`src/rtl/bp_be_stride_prefetcher.sv`:
```
// Stride prefetcher: a direct-mapped reference-prediction table learns a
// per-PC stride from resolved (pc, addr) pairs, and an issue engine emits
// degree_p prefetch addresses within the trigger's 4 KiB page.
//
// Ports:
//   clk_i          clock
//   reset_i        asynchronous active-high reset
//   flush_i        invalidate the table and abort any issue in progress
//   train_v_i      training beat valid
//   train_pc_i     PC of the memory op
//   train_addr_i   effective address of the memory op
//   train_store_i  memory op is a store
//   pf_v_o         prefetch request valid (registered)
//   pf_addr_o      prefetch address, 0 while pf_v_o is low (registered)
//   pf_ready_i     consumer accepts; handshake is pf_v_o & pf_ready_i
//   pf_drop_o      one-cycle pulse: a trigger was lost because the engine was busy
module bp_be_stride_prefetcher #(
  parameter int unsigned vaddr_width_p  = 39,
  parameter int unsigned stride_width_p = 12,
  parameter int unsigned rpt_entries_p  = 16,
  parameter int unsigned tag_width_p    = 10,
  parameter int unsigned conf_width_p   = 2,
  parameter int unsigned conf_thresh_p  = 2,
  parameter int unsigned degree_p       = 2,
  parameter int unsigned train_stores_p = 1
) (
  input  logic                     clk_i,
  input  logic                     reset_i,
  input  logic                     flush_i,
  input  logic                     train_v_i,
  input  logic [vaddr_width_p-1:0] train_pc_i,
  input  logic [vaddr_width_p-1:0] train_addr_i,
  input  logic                     train_store_i,
  output logic                     pf_v_o,
  output logic [vaddr_width_p-1:0] pf_addr_o,
  input  logic                     pf_ready_i,
  output logic                     pf_drop_o
);

  localparam int unsigned va_w     = vaddr_width_p;
  localparam int unsigned st_w     = stride_width_p;
  localparam int unsigned idx_w    = $clog2(rpt_entries_p);
  localparam int unsigned tag_lsb  = idx_w + 2;
  localparam int unsigned conf_w   = conf_width_p;
  localparam int unsigned k_w      = $clog2(degree_p + 1);
  localparam int unsigned page_lsb = 12;

  localparam logic [conf_w-1:0] conf_max    = '1;
  localparam logic [conf_w-1:0] conf_thresh = conf_w'(conf_thresh_p);
  localparam logic [k_w-1:0]    k_last      = k_w'(degree_p);
  localparam logic              stores_ok   = (train_stores_p != 0);

  localparam logic [0:0] e_idle  = 1'b0;
  localparam logic [0:0] e_issue = 1'b1;

  // Reference prediction table
  logic [rpt_entries_p-1:0] tbl_v;
  logic [tag_width_p-1:0]   tbl_tag  [rpt_entries_p];
  logic [va_w-1:0]          tbl_last [rpt_entries_p];
  logic [st_w-1:0]          tbl_str  [rpt_entries_p];
  logic [conf_w-1:0]        tbl_conf [rpt_entries_p];

  logic [idx_w-1:0]       idx;
  logic [tag_width_p-1:0] tag;
  logic                   accept;
  logic                   unused_pc;

  assign idx       = train_pc_i[tag_lsb-1:2];
  assign tag       = train_pc_i[tag_lsb +: tag_width_p];
  assign accept    = train_v_i & ~flush_i & (stores_ok | ~train_store_i);
  assign unused_pc = ^{train_pc_i[1:0], train_pc_i[va_w-1:tag_lsb+tag_width_p]};

  // Lookup and training update for the indexed entry
  logic [st_w-1:0]   e_str;
  logic [conf_w-1:0] e_conf;
  logic [conf_w-1:0] conf_inc;
  logic [va_w-1:0]   delta;
  logic [va_w-1:0]   e_str_sext;
  logic              hit, fits, match, trigger;
  logic [st_w-1:0]   new_str;
  logic [conf_w-1:0] new_conf;

  always_comb begin
    e_str      = tbl_str[idx];
    e_conf     = tbl_conf[idx];
    hit        = tbl_v[idx] && (tbl_tag[idx] == tag);
    delta      = train_addr_i - tbl_last[idx];
    e_str_sext = {{(va_w-st_w){e_str[st_w-1]}}, e_str};
    // delta fits the signed stride field when its upper bits are a pure sign extension
    fits       = (&delta[va_w-1:st_w-1]) | ~(|delta[va_w-1:st_w-1]);
    match      = (delta == e_str_sext) && (delta != '0);
    conf_inc   = (e_conf == conf_max) ? e_conf : e_conf + conf_w'(1);
    new_str    = '0;
    new_conf   = '0;
    if (hit) begin
      if (match) begin
        new_str  = e_str;
        new_conf = conf_inc;
      end else if ((delta != '0) && fits) begin
        new_str  = delta[st_w-1:0];
      end
    end
    trigger = accept & hit & match & (conf_inc >= conf_thresh);
  end

  // Valid bits: cleared by flush, set on any accepted beat (miss allocates)
  always_ff @(posedge clk_i or posedge reset_i) begin
    if (reset_i) begin
      tbl_v <= '0;
    end else if (flush_i) begin
      tbl_v <= '0;
    end else if (accept) begin
      tbl_v[idx] <= 1'b1;
    end
  end

  // Entry payload; only meaningful while the valid bit is set
  always_ff @(posedge clk_i) begin
    if (accept) begin
      tbl_tag[idx]  <= tag;
      tbl_last[idx] <= train_addr_i;
      tbl_str[idx]  <= new_str;
      tbl_conf[idx] <= new_conf;
    end
  end

  // Issue engine state
  logic [0:0]      state_q, state_n;
  logic [va_w-1:0] base_q, base_n;
  logic [st_w-1:0] str_q, str_n;
  logic [k_w-1:0]  k_q, k_n;
  logic            pf_v_q, pf_v_n;
  logic [va_w-1:0] pf_addr_q, pf_addr_n;
  logic            drop_q, drop_n;
  logic            hs, trig_acc;
  logic [va_w-1:0] cand_n;

  assign hs = pf_v_q & pf_ready_i;

  always_ff @(posedge clk_i or posedge reset_i) begin
    if (reset_i) begin
      state_q   <= e_idle;
      base_q    <= '0;
      str_q     <= '0;
      k_q       <= '0;
      pf_v_q    <= 1'b0;
      pf_addr_q <= '0;
      drop_q    <= 1'b0;
    end else begin
      state_q   <= state_n;
      base_q    <= base_n;
      str_q     <= str_n;
      k_q       <= k_n;
      pf_v_q    <= pf_v_n;
      pf_addr_q <= pf_addr_n;
      drop_q    <= drop_n;
    end
  end

  // Next state; the outputs are precomputed for the next cycle so that
  // pf_v_o/pf_addr_o come straight from flops
  always_comb begin
    state_n  = state_q;
    base_n   = base_q;
    str_n    = str_q;
    k_n      = k_q;
    drop_n   = 1'b0;
    trig_acc = trigger && ((state_q == e_idle) || (hs && (k_q == k_last)));

    case (state_q)
      e_idle: ;
      e_issue: begin
        // pf_v_q low while issuing means the candidate left the page
        if (!pf_v_q) begin
          state_n = e_idle;
        end else if (hs) begin
          if (k_q == k_last) state_n = e_idle;
          else               k_n     = k_q + k_w'(1);
        end
      end
      default: state_n = e_idle;
    endcase

    if (trig_acc) begin
      state_n = e_issue;
      base_n  = train_addr_i;
      str_n   = e_str;
      k_n     = k_w'(1);
    end else if (trigger) begin
      drop_n  = 1'b1;
    end

    if (flush_i) begin
      state_n = e_idle;
    end

    cand_n    = base_n + ({{(va_w-st_w){str_n[st_w-1]}}, str_n}
                          * {{(va_w-k_w){1'b0}}, k_n});
    pf_v_n    = (state_n == e_issue)
                && (cand_n[va_w-1:page_lsb] == base_n[va_w-1:page_lsb]);
    pf_addr_n = pf_v_n ? cand_n : '0;
  end

  assign pf_v_o    = pf_v_q;
  assign pf_addr_o = pf_addr_q;
  assign pf_drop_o = drop_q;

endmodule

```
`config.mk`:
```
export PLATFORM = sky130hd
export DESIGN_NAME = bp_be_stride_prefetcher
export DESIGN_NICKNAME = d
export VERILOG_FILES = /design/src/rtl/bp_be_stride_prefetcher.sv
export SDC_FILE = /design/constraint.sdc
export NUM_CORES = 1
export LEC_CHECK = 0
export CAP_MARGIN = 20
export CORE_MARGIN = 2
export CORE_UTILIZATION = 50
export DETAILED_ROUTE_END_ITERATION = 10
export GPL_TIMING_DRIVEN = 0
export PLACE_DENSITY = 0.67
export SYNTH_ARGS = -nofsm -noshare
export SYNTH_HDL_FRONTEND = slang
export SYNTH_SLANG_ARGS = --single-unit
```
`constraint.sdc`:
```
create_clock -name clk_i -period 15.5 [get_ports clk_i]
set_input_delay 4.65 -clock clk_i [delete_from_list [all_inputs] [get_ports clk_i]]
set_output_delay 4.65 -clock clk_i [all_outputs]
set_load 0.02 [all_outputs]
```
==> results of run 1 <==
layout make-up:
class,instances,area (µm²)
multi-input cells,1492,16600
fillers,6913,38400
plain buffers,124,1360
well taps,1287,1610
flip-flops and latches,1119,33000
clock buffers,128,2840
clock inverters,80,1080
inverters,115,434
diodes,1,2.50
repair buffers,248,2840
Yosys cell counts (all sizes together) (34+ instances only):
cell	count	area [µm²]
edfxtp	1008	30300
mux4	310	6980
inv	114	428
nor2	114	428
dfrtp	111	2780
ha	103	1290
a21oi	97	489
nand2	94	353
xnor2	77	682
nor3	74	576
buf	68	384
o21ai	68	344
clkbuf	60	225
nand3	60	300
mux2	43	492
o22ai	34	213
flip-flops by register name (all words and copies together), names as in the netlist:
signal and cells:
pf_addr_o 39, tbl_conf 32, str_q 12, pf_v_o 1, tbl_str 192, tbl_tag 160
base_q 39, k_q 2, tbl_v 16, state_q 1, pf_drop_o 1, tbl_last 624
path summary, 6_finish.rpt:
kind / startpoint / end / slack (ns) / depth (start not counted)
setup / recovery: train_pc_i[3] / pf_addr_o[25] / -0.66 / 59
hold / removal: base_q[11] / base_q[11] / 0.50 / 1
setup reg to reg: tbl_last[11][0] / pf_addr_o[25] / 3.50 / 54
hold reg to reg: base_q[11] / base_q[11] / 0.50 / 1
max in group asynchronous: reset_i / base_q[6] / 10.28 / 3
min in group asynchronous: reset_i / base_q[34] / 4.45 / 2
power groups by stage:
| stage | clock network, mW | registers, mW | logic, mW |
|---|---|---|---|
| global placement | 0 | 3.39 | 0.595 |
| floorplan | 0 | 3.38 | 0.393 |
| finish | 2.86 | 3.32 | 0.705 |
| global route | 3.01 | 3.32 | 0.749 |
| detailed placement | 0 | 3.38 | 0.613 |
| CTS | 2.89 | 3.32 | 0.682 |
routing by layer:
metal | wire (µm) | track usage, % | up-vias
met4 | 4270 | 8.83 | 2
met2 | 65900 | 43.7 | 1278
met5 | 13 | 0 | -
met3 | 10000 | 3.85 | 246
met1 | 55100 | 37.1 | 15100
li1 | - | - | 12200
repair_timing:
item / 4_1_cts / 5_1_grt
resized for setup: 244 / 65
gates cloned: 4 / 1
setup buffers: 56 / 34
pin swaps: 65 / 41
hold endpoints to repair: 0 / 0
setup endpoints to repair: 40 / 40
kinds of logic (layout without fill, tap and decap cells):
kind of cell / Yosys count / after routing
adders and majority gates: 106 / 106
and+or+nand+nor: 510 / 510
muxes: 364 / 364
buffers and inverters: 243 / 695
DFF: 1119 / 1119
xor gates and xnor gates: 113 / 113
AOI/OAI and AO/OA: 398 / 399
other: 0 / 1
==> run metrics, run 1 <==
run status finished, violations left; violated checks setup timing; CP peak stage delay 0.64 ns; final wirelength approximately 140,000 µm; clk root buf clkbuf_16; Starting Density 50.5%; largest net degree at the start of global routing between 50 and 60; worst vdd ir between 90 and 100 µV; clk sinks between 1k and 1.5k; data required time of the worst path ~16 ns; First DRT Iteration DRCs 3,340; Hold Vio Cnt, Final 0; GPL Wtd Cong 0.973; crit path buf inv count 12; Yosys warnings 0; final worst setup slack -0.657 ns; Num CTS Buffers 110; Mapped Area between 40,000 and 50,000 µm²; crit path launch type input port; cell family with most CP delay compound AO/OA/AOI/OAI gates; Slew Limit Fails 0; Hold Slack approximately 0.5 ns; area share of xor/xnor cells in the synthesized design ~2.1%; synth unique cells just under 100; leakage dissipation about 20 nW; unrepaired setup endpoints after global routing yes; HP Class reg2reg; register bit total from synthesis ~1.1k; Post-Syn Instances roughly 2.9k; Die H ~320 µm; clock tree buffer depth 3; vias in the first global route between 20k and 30k; part of the power in registers 48.2%; Die Footprint ~100,000 µm²; dpl hpwl a little under 90,000 µm; Placed Area 53,700 µm²; Setup violations, final 40; fmax 0.0619 GHz; GRT Overall Usage a little over a quarter; initial antenna violation count 3; Worst Skew ~0.046 ns; row cnt approximately 120; Worst Path Arrival roughly 17 ns; post-synthesis sequential area ratio 66.6%; P_sw about 1.6 mW; DRT Pass-1 Iters 5; Logic pwr share between 10% and 20%; main combinational cell family by area after synthesis multiplexers; crit path kind in2reg; post-route cell area 59,800 µm²; pre-CTS WS -5.16 ns; IO Pins around 130; Async SR Flop Fraction under 10%; P_int about 5.3 mW; Avg WL per Cell just under 30 µm; Worst-path clk slew 0.06 ns; Rel. slew slack approximately a fifth; Nets approximately 3.4k; crit path max fanout 10; commonest non-fill, non-tap cell in the layout edfxtp_1; CP Capture Type register; most common flop cell mapped by yosys edfxtp_1; Final Non-Filler Cells 4,594; Clock Latency Late Sink just over 0.7 ns; number of synthesized flops with an enable pin about 1k; H-tree Lvls 3; Sw Ratio 23.3%; first-pass GRT wire length slightly below 200,000 µm; total gr overflow 0; layout cells sized above 1 between 30 and 40%; Residual DRC 0; dpl cells 4,286; Via Count between 20k and 30k; Synth Area in Adders around 2.7%; compound-cell area share of the yosys netlist ~5.4%; maxcap violations 0; Critical Path Slowest Stage Cell mux4_2; core area 98,300 µm²; Worst Tran Pin Value roughly 1.2 ns; die width around 320 µm; Avg Cell Area, Syn between 15 and 20 µm²; Syn Nets 3,043; post-synthesis mux area share between 10% and 20%; Post-Synth Simple-Gate Area under 10%; Via density roughly 6.3; area delta synth->final 20.7%; Hold Buf Count CTS 0; most frequent cells in the layout 1,008 x edfxtp_1, 310 x mux4_2, 127 x clkbuf_16, 111 x inv_1, 111 x dfrtp_1; CTS tree yes; clock network fraction of total power roughly two fifths; Pwr Density around 120 nW/µm²; setup TNS -24.38 ns; Tcrit/Tclk final 104%; Power, Total 6.88 mW; post-route minimum period 16.16 ns; Post-DRT Antenna Nets 0; utilization after layout 60.9%; count of input and output buffers 94
Note: power is estimated with default switching activity, not from simulation.
==> inputs of run 2 (changes only) <==
--- a/config.mk
+++ b/config.mk
@@ -6,11 +6,12 @@
 export NUM_CORES = 1
 export LEC_CHECK = 0
 export CAP_MARGIN = 20
-export CORE_MARGIN = 2
+export CORE_MARGIN = 5
 export CORE_UTILIZATION = 50
 export DETAILED_ROUTE_END_ITERATION = 10
 export GPL_TIMING_DRIVEN = 0
 export PLACE_DENSITY = 0.67
+export SLEW_MARGIN = 20
 export SYNTH_ARGS = -nofsm -noshare
 export SYNTH_HDL_FRONTEND = slang
 export SYNTH_SLANG_ARGS = --single-unit
==> run 2 against run 1 <==
Against the previous run: the run still ends with setup timing left; core utilization up 0.18 points; first-iteration DRC count is 7.5% higher; critical path depth is 1 higher; combinational power rose by 1%; worst hold slack gained 0.00059 ns; critical path type unchanged; critical endpoint is now pf_addr_o[14]; largest cell class unchanged; highest routed layer unchanged.
==> run metrics, run 2 (synthesis gave the netlist of run 1 again) <==
run status finished, violations left; violated checks setup timing; vias in the first global route approximately 30k; Via density about 6.3; worst vdd ir between 80 and 90 µV; GPL Wtd Cong 0.908; clk sinks roughly 1.1k; Num CTS Buffers around 110; post-route minimum period approximately 16 ns; Top Registers tbl_last: 624 flops, tbl_str: 192 flops, tbl_tag: 160 flops; Logic pwr share approximately a tenth; Sw Ratio a little under a quarter; Reg with most FFs tbl_last; Residual DRC 0; crit path kind in2reg; data required time of the worst path ~16 ns; core area 98,400 µm²; IO Pins between 100 and 150; Via Count ~30k; maxcap violations 0; die width about 320 µm; Post-DRT Antenna Nets 0; utilization after layout roughly 61%; Rel. slew slack about a quarter; fill count around 7k; Hold Vio Cnt, Final 0; post-route cell area about 60,000 µm²; number of flip-flops in the largest register around 620; HP Class reg2reg; Slew Limit Fails 0; part of the power in registers between 40 and 50%; DRT Pass-1 Iters 8; CP peak stage delay slightly above 0.6 ns; CP Capture Type register; Starting Density 50.4%; crit path max fanout 10; Worst Skew 0.0297 ns; Pwr Density approximately 110 nW/µm²; crit path launch type input port; clock network fraction of total power 39.5%; most frequent cells in the layout 1,008 x edfxtp_1, 310 x mux4_2, 124 x clkbuf_16, 111 x dfrtp_1, 108 x inv_1; area delta synth->final 21.2%; Clock Latency Late Sink around 0.70 ns; final worst setup slack -0.781 ns; count of input and output buffers 94; pre-CTS WS -5.16 ns; Multi-input gate area approximately 17,000 µm²; first-pass GRT wire length around 200,000 µm; clk root buf clkbuf_16; P_int about 5.1 mW; leakage dissipation roughly 20 nW; GRT Overall Usage around 26%; most used cell, CP buf_12; cell family with most CP delay compound AO/OA/AOI/OAI gates; unrepaired setup endpoints after global routing yes; Power, Total between 6 and 7 mW; clock tree buffer depth 3; commonest non-fill, non-tap cell in the layout edfxtp_1; First DRT Iteration DRCs 3,592; Critical Path Slowest Stage Cell mux4_2; P_sw 1.57 mW; flip-flop and latch area about 33,000 µm²; largest net degree at the start of global routing 70; initial antenna violation count 10; final wirelength 137,000 µm; Die H 325 µm; dpl hpwl 91,600 µm; Worst-path clk slew 0.06 ns; Worst Path Arrival 16.89 ns; Setup violations, final 40; Avg WL per Cell 29.7 µm; Worst Tran Pin Value 1.13 ns; row cnt about 120; crit path buf inv count 13; fmax 0.0614 GHz; Nets 3,415; Die Footprint about 110,000 µm²; CTS tree yes; total gr overflow 0; Tcrit/Tclk final 105%; layout cells sized above 1 between 30% and 40%; H-tree Lvls 3; Placed Area around 54,000 µm²
[run 2: layer usage]
layer	vias up	global-route usage (%)	routed length, µm
met3	286	5.55	12400
met1	15100	35.4	53900
li1	12300	-	-
met4	2	8.19	5110
met5	-	0	13
met2	1490	41.5	65200
[run 2: final cells by class]
class / count / area share [%]
buffer: 124 / 2.30
sequential: 1119 / 55.0
inverter: 115 / 0.739
multi-input combinational: 1492 / 27.8
clock buffer: 136 / 4.79
timing repair buffer: 264 / 5.59
antenna: 2 / 0.00833
tap: 1287 / 2.68
clock inverter: 60 / 1.07
[run 2: worst paths after layout]
path                                 startpoint            end  slack [ns]  cells after the start
worst min-delay path                  base_q[0]      base_q[0]        0.50                      1
worst min register to register        base_q[0]      base_q[0]        0.50                      1
max in group asynchronous               reset_i     base_q[17]       10.44                      3
min in group asynchronous               reset_i  pf_addr_o[31]        4.34                      2
worst max register to register  tbl_last[11][0]  pf_addr_o[14]        3.47                     54
worst max-delay path              train_pc_i[3]  pf_addr_o[14]       -0.78                     60
[run 2: what timing repair did]
| item | in CTS | in global routing |
|---|---|---|
| pin swaps | 72 | 49 |
| hold buffers | 0 | 0 |
| endpoints found under the setup margin | 40 | 40 |
| buffers inserted | 86 | 15 |
| cloned | 7 | 0 |
| resized for setup | 271 | 59 |
[run 2: power groups by stage]
stage,Combinational [mW],Sequential [mW],Clock (mW)
after floorplan,0.393,3.38,0
after global placement,0.591,3.39,0
after detailed placement,0.613,3.38,0
after CTS,0.681,3.32,2.68
after global routing,0.757,3.32,2.81
final,0.713,3.32,2.64
[run 2: metrics by stage]
step                setup TNS, ns  instances  hold slack [ns]
floorplan                  -24.80       2853            0.472
global placement          -202.21       4234            0.486
detailed placement        -204.99       4297            0.492
CTS                        -20.26       4583            0.507
global route               -44.54       4598            0.520
finish                     -29.83       4599            0.504
